### config.mk
export PLATFORM = sky130hd
export DESIGN_NAME = lc4_uart_tx
export DESIGN_NICKNAME = d
export VERILOG_FILES = /design/src/rtl/lc4_uart_pkg.sv /design/src/rtl/uart_tx_fifo.sv /design/src/rtl/lc4_uart_tx.sv
export SDC_FILE = /design/constraint.sdc
export NUM_CORES = 1
export LEC_CHECK = 0
export CAP_MARGIN = 20
export CORE_ASPECT_RATIO = 0.9
export CORE_MARGIN = 3
export CORE_UTILIZATION = 45
export CTS_CLUSTER_SIZE = 10
export DETAILED_ROUTE_END_ITERATION = 8
export GPL_ROUTABILITY_DRIVEN = 1
export GPL_TIMING_DRIVEN = 0
export MAX_ROUTING_LAYER = met4
export PLACE_DENSITY = 0.7
export SKIP_CTS_REPAIR_TIMING = 1
export SLEW_MARGIN = 20
export SYNTH_ARGS = -nofsm -noshare
export SYNTH_HDL_FRONTEND = slang
export SYNTH_SLANG_ARGS = --single-unit
export TNS_END_PERCENT = 20
### constraint.sdc
create_clock -name clk -period 2.88 [get_ports clk]
set_clock_uncertainty 0.1 [all_clocks]
set_input_delay 0.576 -clock clk [delete_from_list [all_inputs] [get_ports clk]]
set_output_delay 0.576 -clock clk [all_outputs]
set_load 0.1 [all_outputs]
### src/rtl/lc4_uart_pkg.sv
// lc4_uart_pkg
// Shared constants for the LC4 memory-mapped UART transmitter:
//   - serial FSM state encoding
//   - default status / data register addresses
//   - bit positions inside the status word
package lc4_uart_pkg;

  // Serial engine states.
  localparam logic [1:0] ST_IDLE  = 2'd0;
  localparam logic [1:0] ST_START = 2'd1;
  localparam logic [1:0] ST_DATA  = 2'd2;
  localparam logic [1:0] ST_STOP  = 2'd3;

  // Default memory-mapped register addresses.
  localparam logic [15:0] DEF_STATUS_ADDR = 16'hFE04;
  localparam logic [15:0] DEF_DATA_ADDR   = 16'hFE06;

  // Status word layout.
  localparam int STAT_READY_BIT = 15;
  localparam int STAT_OVF_BIT   = 14;
  localparam int STAT_IDLE_BIT  = 0;

endpackage

### src/rtl/uart_tx_fifo.sv
// uart_tx_fifo
// Synchronous FIFO of DEPTH x 8 bits with first-word-fall-through read data.
// Ports:
//   clk, rst        clock, asynchronous active-low reset
//   push, push_data write request and byte
//   pop             read request (ignored when empty)
//   pop_data        byte at the head of the FIFO
//   full, empty     occupancy flags
module uart_tx_fifo #(
  parameter int DEPTH = 4
) (
  input  logic       clk,
  input  logic       rst,
  input  logic       push,
  input  logic [7:0] push_data,
  input  logic       pop,
  output logic [7:0] pop_data,
  output logic       full,
  output logic       empty
);

  localparam int AW = $clog2(DEPTH);

  logic [7:0]  mem [DEPTH];
  logic [AW:0] wr_ptr;
  logic [AW:0] rd_ptr;
  logic        do_pop;
  logic        do_push;

  // Pointers carry one extra wrap bit so full and empty are distinguishable.
  assign empty = (wr_ptr == rd_ptr);
  assign full  = (wr_ptr[AW] != rd_ptr[AW]) && (wr_ptr[AW-1:0] == rd_ptr[AW-1:0]);

  // A push into a full FIFO still fits when the head leaves on the same edge.
  assign do_pop  = pop && !empty;
  assign do_push = push && (!full || do_pop);

  assign pop_data = mem[rd_ptr[AW-1:0]];

  always_ff @(posedge clk or negedge rst) begin
    if (!rst) begin
      wr_ptr <= '0;
      rd_ptr <= '0;
    end else begin
      if (do_push) wr_ptr <= wr_ptr + 1'b1;
      if (do_pop)  rd_ptr <= rd_ptr + 1'b1;
    end
  end

  always_ff @(posedge clk) begin
    if (do_push) mem[wr_ptr[AW-1:0]] <= push_data;
  end

endmodule

### src/rtl/lc4_uart_tx.sv
// lc4_uart_tx
// Memory-mapped 8N1 serial transmitter for the LC4 processor.
// Stores to DATA_ADDR queue a byte; stores to STATUS_ADDR clear the sticky
// overflow flag; loads from STATUS_ADDR return {ready, overflow, ..., idle}.
// Ports:
//   clk, rst        system clock, asynchronous active-low reset
//   gwe             global write enable, gates bus writes only
//   i_we, i_addr    processor data-memory write enable and address
//   i_wdata         store data (bits [7:0] used at DATA_ADDR)
//   o_rdata         combinational read data
//   o_tx            registered serial line, idle high
module lc4_uart_tx
  import lc4_uart_pkg::*;
#(
  parameter int                   WORD_SIZE   = 16,
  parameter int                   CLK_DIV     = 104,
  parameter int                   FIFO_DEPTH  = 4,
  parameter logic [WORD_SIZE-1:0] STATUS_ADDR = DEF_STATUS_ADDR,
  parameter logic [WORD_SIZE-1:0] DATA_ADDR   = DEF_DATA_ADDR
) (
  input  logic                 clk,
  input  logic                 rst,
  input  logic                 gwe,
  input  logic                 i_we,
  input  logic [WORD_SIZE-1:0] i_addr,
  input  logic [WORD_SIZE-1:0] i_wdata,
  output logic [WORD_SIZE-1:0] o_rdata,
  output logic                 o_tx
);

  localparam int            CW     = $clog2(CLK_DIV);
  localparam logic [CW-1:0] DIV_M1 = CW'(CLK_DIV - 1);

  logic [1:0]    state, state_nxt;
  logic [CW-1:0] baud_cnt, baud_cnt_nxt;
  logic [2:0]    bit_idx, bit_idx_nxt;
  logic [7:0]    shift_reg, shift_nxt;
  logic          tx_nxt;
  logic          ovf;

  logic          wr_data, wr_status;
  logic          fifo_pop, fifo_full, fifo_empty;
  logic [7:0]    fifo_dout;
  logic          tc;

  logic          unused_wdata_hi;
  assign unused_wdata_hi = ^i_wdata[WORD_SIZE-1:8];

  assign wr_data   = gwe && i_we && (i_addr == DATA_ADDR);
  assign wr_status = gwe && i_we && (i_addr == STATUS_ADDR);
  assign tc        = (baud_cnt == '0);

  uart_tx_fifo #(
    .DEPTH(FIFO_DEPTH)
  ) u_fifo (
    .clk      (clk),
    .rst      (rst),
    .push     (wr_data),
    .push_data(i_wdata[7:0]),
    .pop      (fifo_pop),
    .pop_data (fifo_dout),
    .full     (fifo_full),
    .empty    (fifo_empty)
  );

  // Serial engine next-state logic. The line value is derived from the next
  // state so o_tx can be a plain register that changes on the same edge as
  // the state.
  always_comb begin
    state_nxt    = state;
    baud_cnt_nxt = baud_cnt;
    bit_idx_nxt  = bit_idx;
    shift_nxt    = shift_reg;
    fifo_pop     = 1'b0;
    case (state)
      ST_IDLE: begin
        if (!fifo_empty) begin
          fifo_pop     = 1'b1;
          shift_nxt    = fifo_dout;
          state_nxt    = ST_START;
          baud_cnt_nxt = DIV_M1;
        end
      end
      ST_START: begin
        if (tc) begin
          state_nxt    = ST_DATA;
          bit_idx_nxt  = 3'd0;
          baud_cnt_nxt = DIV_M1;
        end else begin
          baud_cnt_nxt = baud_cnt - 1'b1;
        end
      end
      ST_DATA: begin
        if (tc) begin
          shift_nxt    = {1'b0, shift_reg[7:1]};
          baud_cnt_nxt = DIV_M1;
          if (bit_idx == 3'd7) begin
            state_nxt   = ST_STOP;
            bit_idx_nxt = 3'd0;
          end else begin
            bit_idx_nxt = bit_idx + 3'd1;
          end
        end else begin
          baud_cnt_nxt = baud_cnt - 1'b1;
        end
      end
      ST_STOP: begin
        if (tc) begin
          // Chain straight into the next frame when more data is waiting.
          if (!fifo_empty) begin
            fifo_pop     = 1'b1;
            shift_nxt    = fifo_dout;
            state_nxt    = ST_START;
            baud_cnt_nxt = DIV_M1;
          end else begin
            state_nxt    = ST_IDLE;
          end
        end else begin
          baud_cnt_nxt = baud_cnt - 1'b1;
        end
      end
      default: begin
        state_nxt    = ST_IDLE;
        baud_cnt_nxt = '0;
        bit_idx_nxt  = 3'd0;
      end
    endcase

    case (state_nxt)
      ST_START: tx_nxt = 1'b0;
      ST_DATA:  tx_nxt = shift_nxt[0];
      default:  tx_nxt = 1'b1;
    endcase
  end

  always_ff @(posedge clk or negedge rst) begin
    if (!rst) begin
      state     <= ST_IDLE;
      baud_cnt  <= '0;
      bit_idx   <= 3'd0;
      shift_reg <= 8'h00;
      o_tx      <= 1'b1;
    end else begin
      state     <= state_nxt;
      baud_cnt  <= baud_cnt_nxt;
      bit_idx   <= bit_idx_nxt;
      shift_reg <= shift_nxt;
      o_tx      <= tx_nxt;
    end
  end

  // Overflow is sticky; a drop and a clear on the same edge leaves it set.
  always_ff @(posedge clk or negedge rst) begin
    if (!rst) begin
      ovf <= 1'b0;
    end else if (wr_data && fifo_full && !fifo_pop) begin
      ovf <= 1'b1;
    end else if (wr_status) begin
      ovf <= 1'b0;
    end
  end

  always_comb begin
    o_rdata = '0;
    if (i_addr == STATUS_ADDR) begin
      o_rdata[STAT_READY_BIT] = !fifo_full;
      o_rdata[STAT_OVF_BIT]   = ovf;
      o_rdata[STAT_IDLE_BIT]  = (state == ST_IDLE) && fifo_empty;
    end
  end

endmodule

==> results_dict.tcl <==
set metrics [dict create \
    tritoncts "built" \
    final_critical_delay_including_setup_and_external_delays_ns 2.83 \
    postRouteAntennaNets 0 \
    portBuffers 31 \
    worst_case_vdd_ir_drop_mv 0.478 \
    final_hold_viol_count 0 \
    worst_setup_path_end_kind "primary output" \
    fin_util_pct 60.4 \
    path_max_fanout 3 \
    layout.cells.non_filler 383 \
    hold_ws_ns 0.157 \
    crit_path_max_incr_delay_ns 0.54 \
    final_common_cell "sky130_fd_sc_hd__edfxtp_1" \
    globalRouteTotalUtil_pct 16.4 \
    die-area_um2 7830 \
    areal_power_density_over_the_cells_nw_per_um2 486 \
    detailroute.via_count 2001 \
    area.growth.synth_to_final_pct 25.4 \
    number_of_global_route_vias_before_repair 1984 \
    post_route_cells_drive_above_1_share_pct 24.0 \
    die_width_um 92.9 \
    cts_htree_levels 3 \
    finalInstanceArea_um2 3840 \
    worstPathRequired_ns 2.20 \
    setup.worst_path.start_class "input port" \
    syn-cell-area_um2 3060 \
    initial_core_util_pct 48.2 \
    number_of_cts_inserted_buffers 9 \
    cp_data_arrival_time_ns 2.16 \
    yosysSeqAreaShare_pct 54.3 \
    grt_use_met2_pct 25.9 \
    synth_flop_cell "sky130_fd_sc_hd__edfxtp_1" \
    result_of_the_run "finished clean" \
    grt.met1_usage_pct 20.3 \
    wire_per_inst_um 15.1 \
    initial_antenna_violation_count 0 \
    setup.worst_path.class "in -> out" \
    slowest_stage "sky130_fd_sc_hd__or4b_4" \
    area_inside_the_core_boundary_um2 6350 \
    fmax_mhz 353 \
    layout.filler_cells 526 \
    met3_usage_pct 4.12 \
    clockBufferDepth 2 \
    maxCapViolCount 0 \
    largest_reg_flops 32 \
    setup_viol 0 \
    number_of_remaining_drc_errors 0 \
    slew_headroom_pct 35.8 \
    placement.setup.worst_slack_ns -1.22 \
    grt_max_degree 29 \
    cts_root_buf "sky130_fd_sc_hd__clkbuf_8" \
    clkSlewWorstSetupHoldPaths_ns 0.06 \
    die_h_um 84.2 \
    yosys.cell_types.count 56 \
    synth_seq_cells 60 \
    clock_insertion_delay_worst_skew_ns 0.34 \
    floorplan.io_pins 53 \
    critical_path.cell_chain "dlymetal6s2s_1 > or4b_4 > nor4_4 > or2b_4 > nor2_4 > buf_12" \
    postPlaceCellArea_um2 3550 \
    timing.final.ws_setup_ns 0.0456 \
    gp_routability_congestion 0.840 \
    syn_inst 237 \
    fin_setup_tns_ns 0 \
    synth_edf_count 32 \
    first_iter_violations 60 \
    route.final.wire_length_mm 5.78 \
    rsz0062_at_grt "false" \
    antennaDiodeCount 0 \
    tritoncts_num_sinks 60 \
    finish.net_count 339 \
    overall_power_after_layout_mw 1.86 \
    busiest_layer "met2" \
    layout_worst_path_cycle_share_pct 98.4 \
    std_cell_rows 27 \
    worstHoldPathType "in -> async" \
    synth_warnings 0 \
    most-common-layout-cells "sky130_fd_sc_hd__edfxtp_1, sky130_fd_sc_hd__dfrtp_1, sky130_fd_sc_hd__clkdlybuf4s50_1" \
    post_synth.cell_area_avg_um2 12.9 \
    drv_slew 0 \
    worst_pin_slew_ns 0.959 \
    post_drt_via_cell_ratio 5.22 \
    synth_async_sr_flop_share_pct 46.7 \
    grt_remaining_overflow 0 \
    power.leakage_nw 1.56 \
    first_pass_grt_wire_length_mm 9.61 \
    dr.pass1.iters 4 \
    numPlacedInstances 367 \
    place.detailed.hpwl_mm 4.14 \
]
-- cell type report --
class,instances,area [um2],share of cell area (%)
Multi-Input combinational cell,158,1310,34.2
Inverter,11,41.3,1.08
Clock buffer,10,128,3.32
Clock inverter,6,88.8,2.31
Buffer,19,135,3.52
Tap cell,87,109,2.84
Timing Repair Buffer,32,363,9.45
Sequential cell,60,1660,43.3
-- routing by layer --
| metal | up-vias | routed length [um] |
|---|---|---|
| li1 | 977 | - |
| met1 | 974 | 2590 |
| met2 | 42 | 2890 |
| met3 | 8 | 217 |
| met4 | 0 | 89 |
| met5 | - | 0 |
-- cells by family (layout without fill, tap and decap cells) --
logic type                 after synthesis  in the layout  synth area share (%)
AOI/OAI and AO/OA                       51             51                  12.3
xor gates and xnor gates                 8              8                  2.29
and+or+nand+nor                         63             63                  13.1
DFF                                     60             60                  54.3
buffers and inverters                   31             78                  5.85
other                                    1             13                 0.123
muxes                                   11             11                  7.07
adders and majority gates               12             12                  4.91
-- report_power, final --
part / internal (mW) / switching (mW)
registers: 0.905 / 0.0000193
logic: 0.0433 / 0.0937
clock network: 0.487 / 0.336
total: 1.44 / 0.430
-- final timing paths --
check | to | slack [ns] | depth (start not counted) | startpoint
max | o_rdata[15] | 0.05 | 6 | i_addr[6]
min | bit_idx[2] | 0.16 | 1 | rst
max reg2reg | u_fifo.mem[0][1] | 0.18 | 7 | baud_cnt[0]
min reg2reg | u_fifo.rd_ptr[2] | 0.39 | 1 | u_fifo.rd_ptr[2]
max in group asynchronous | ovf | 2.11 | 1 | rst
min in group clk | u_fifo.rd_ptr[2] | 0.39 | 1 | u_fifo.rd_ptr[2]
-- Yosys cell counts (all sizes together) (2+ instances only) --
library cell / instances / area, um2
o21a: 2 / 15.0
or3: 4 / 25.0
a22o: 16 / 140
inv: 11 / 41.3
and2: 5 / 35.0
nor3b: 2 / 26.3
mux4: 8 / 180
clkbuf: 4 / 16.3
nor4: 3 / 33.8
a21oi: 11 / 55.1
o31ai: 3 / 27.5
nor3: 8 / 50.1
o21ai: 6 / 30.0
ha: 12 / 150
nor2: 17 / 63.8
nand3: 3 / 15.0
nand4: 3 / 18.8
a31oi: 4 / 25.0
mux2: 2 / 26.3
xnor2: 7 / 61.3
o22a: 2 / 17.5
edfxtp: 32 / 961
or4b: 2 / 27.5
nand2: 5 / 18.8
buf: 16 / 121
dfrtp: 27 / 676
and3: 3 / 23.8
-- worst max-delay path: cells and delay by family --
kind                   cells  cell delay, ns
AND/OR/NAND/NOR            4            1.28
buffers and inverters      2            0.30
(Power assumes the default switching activity.)
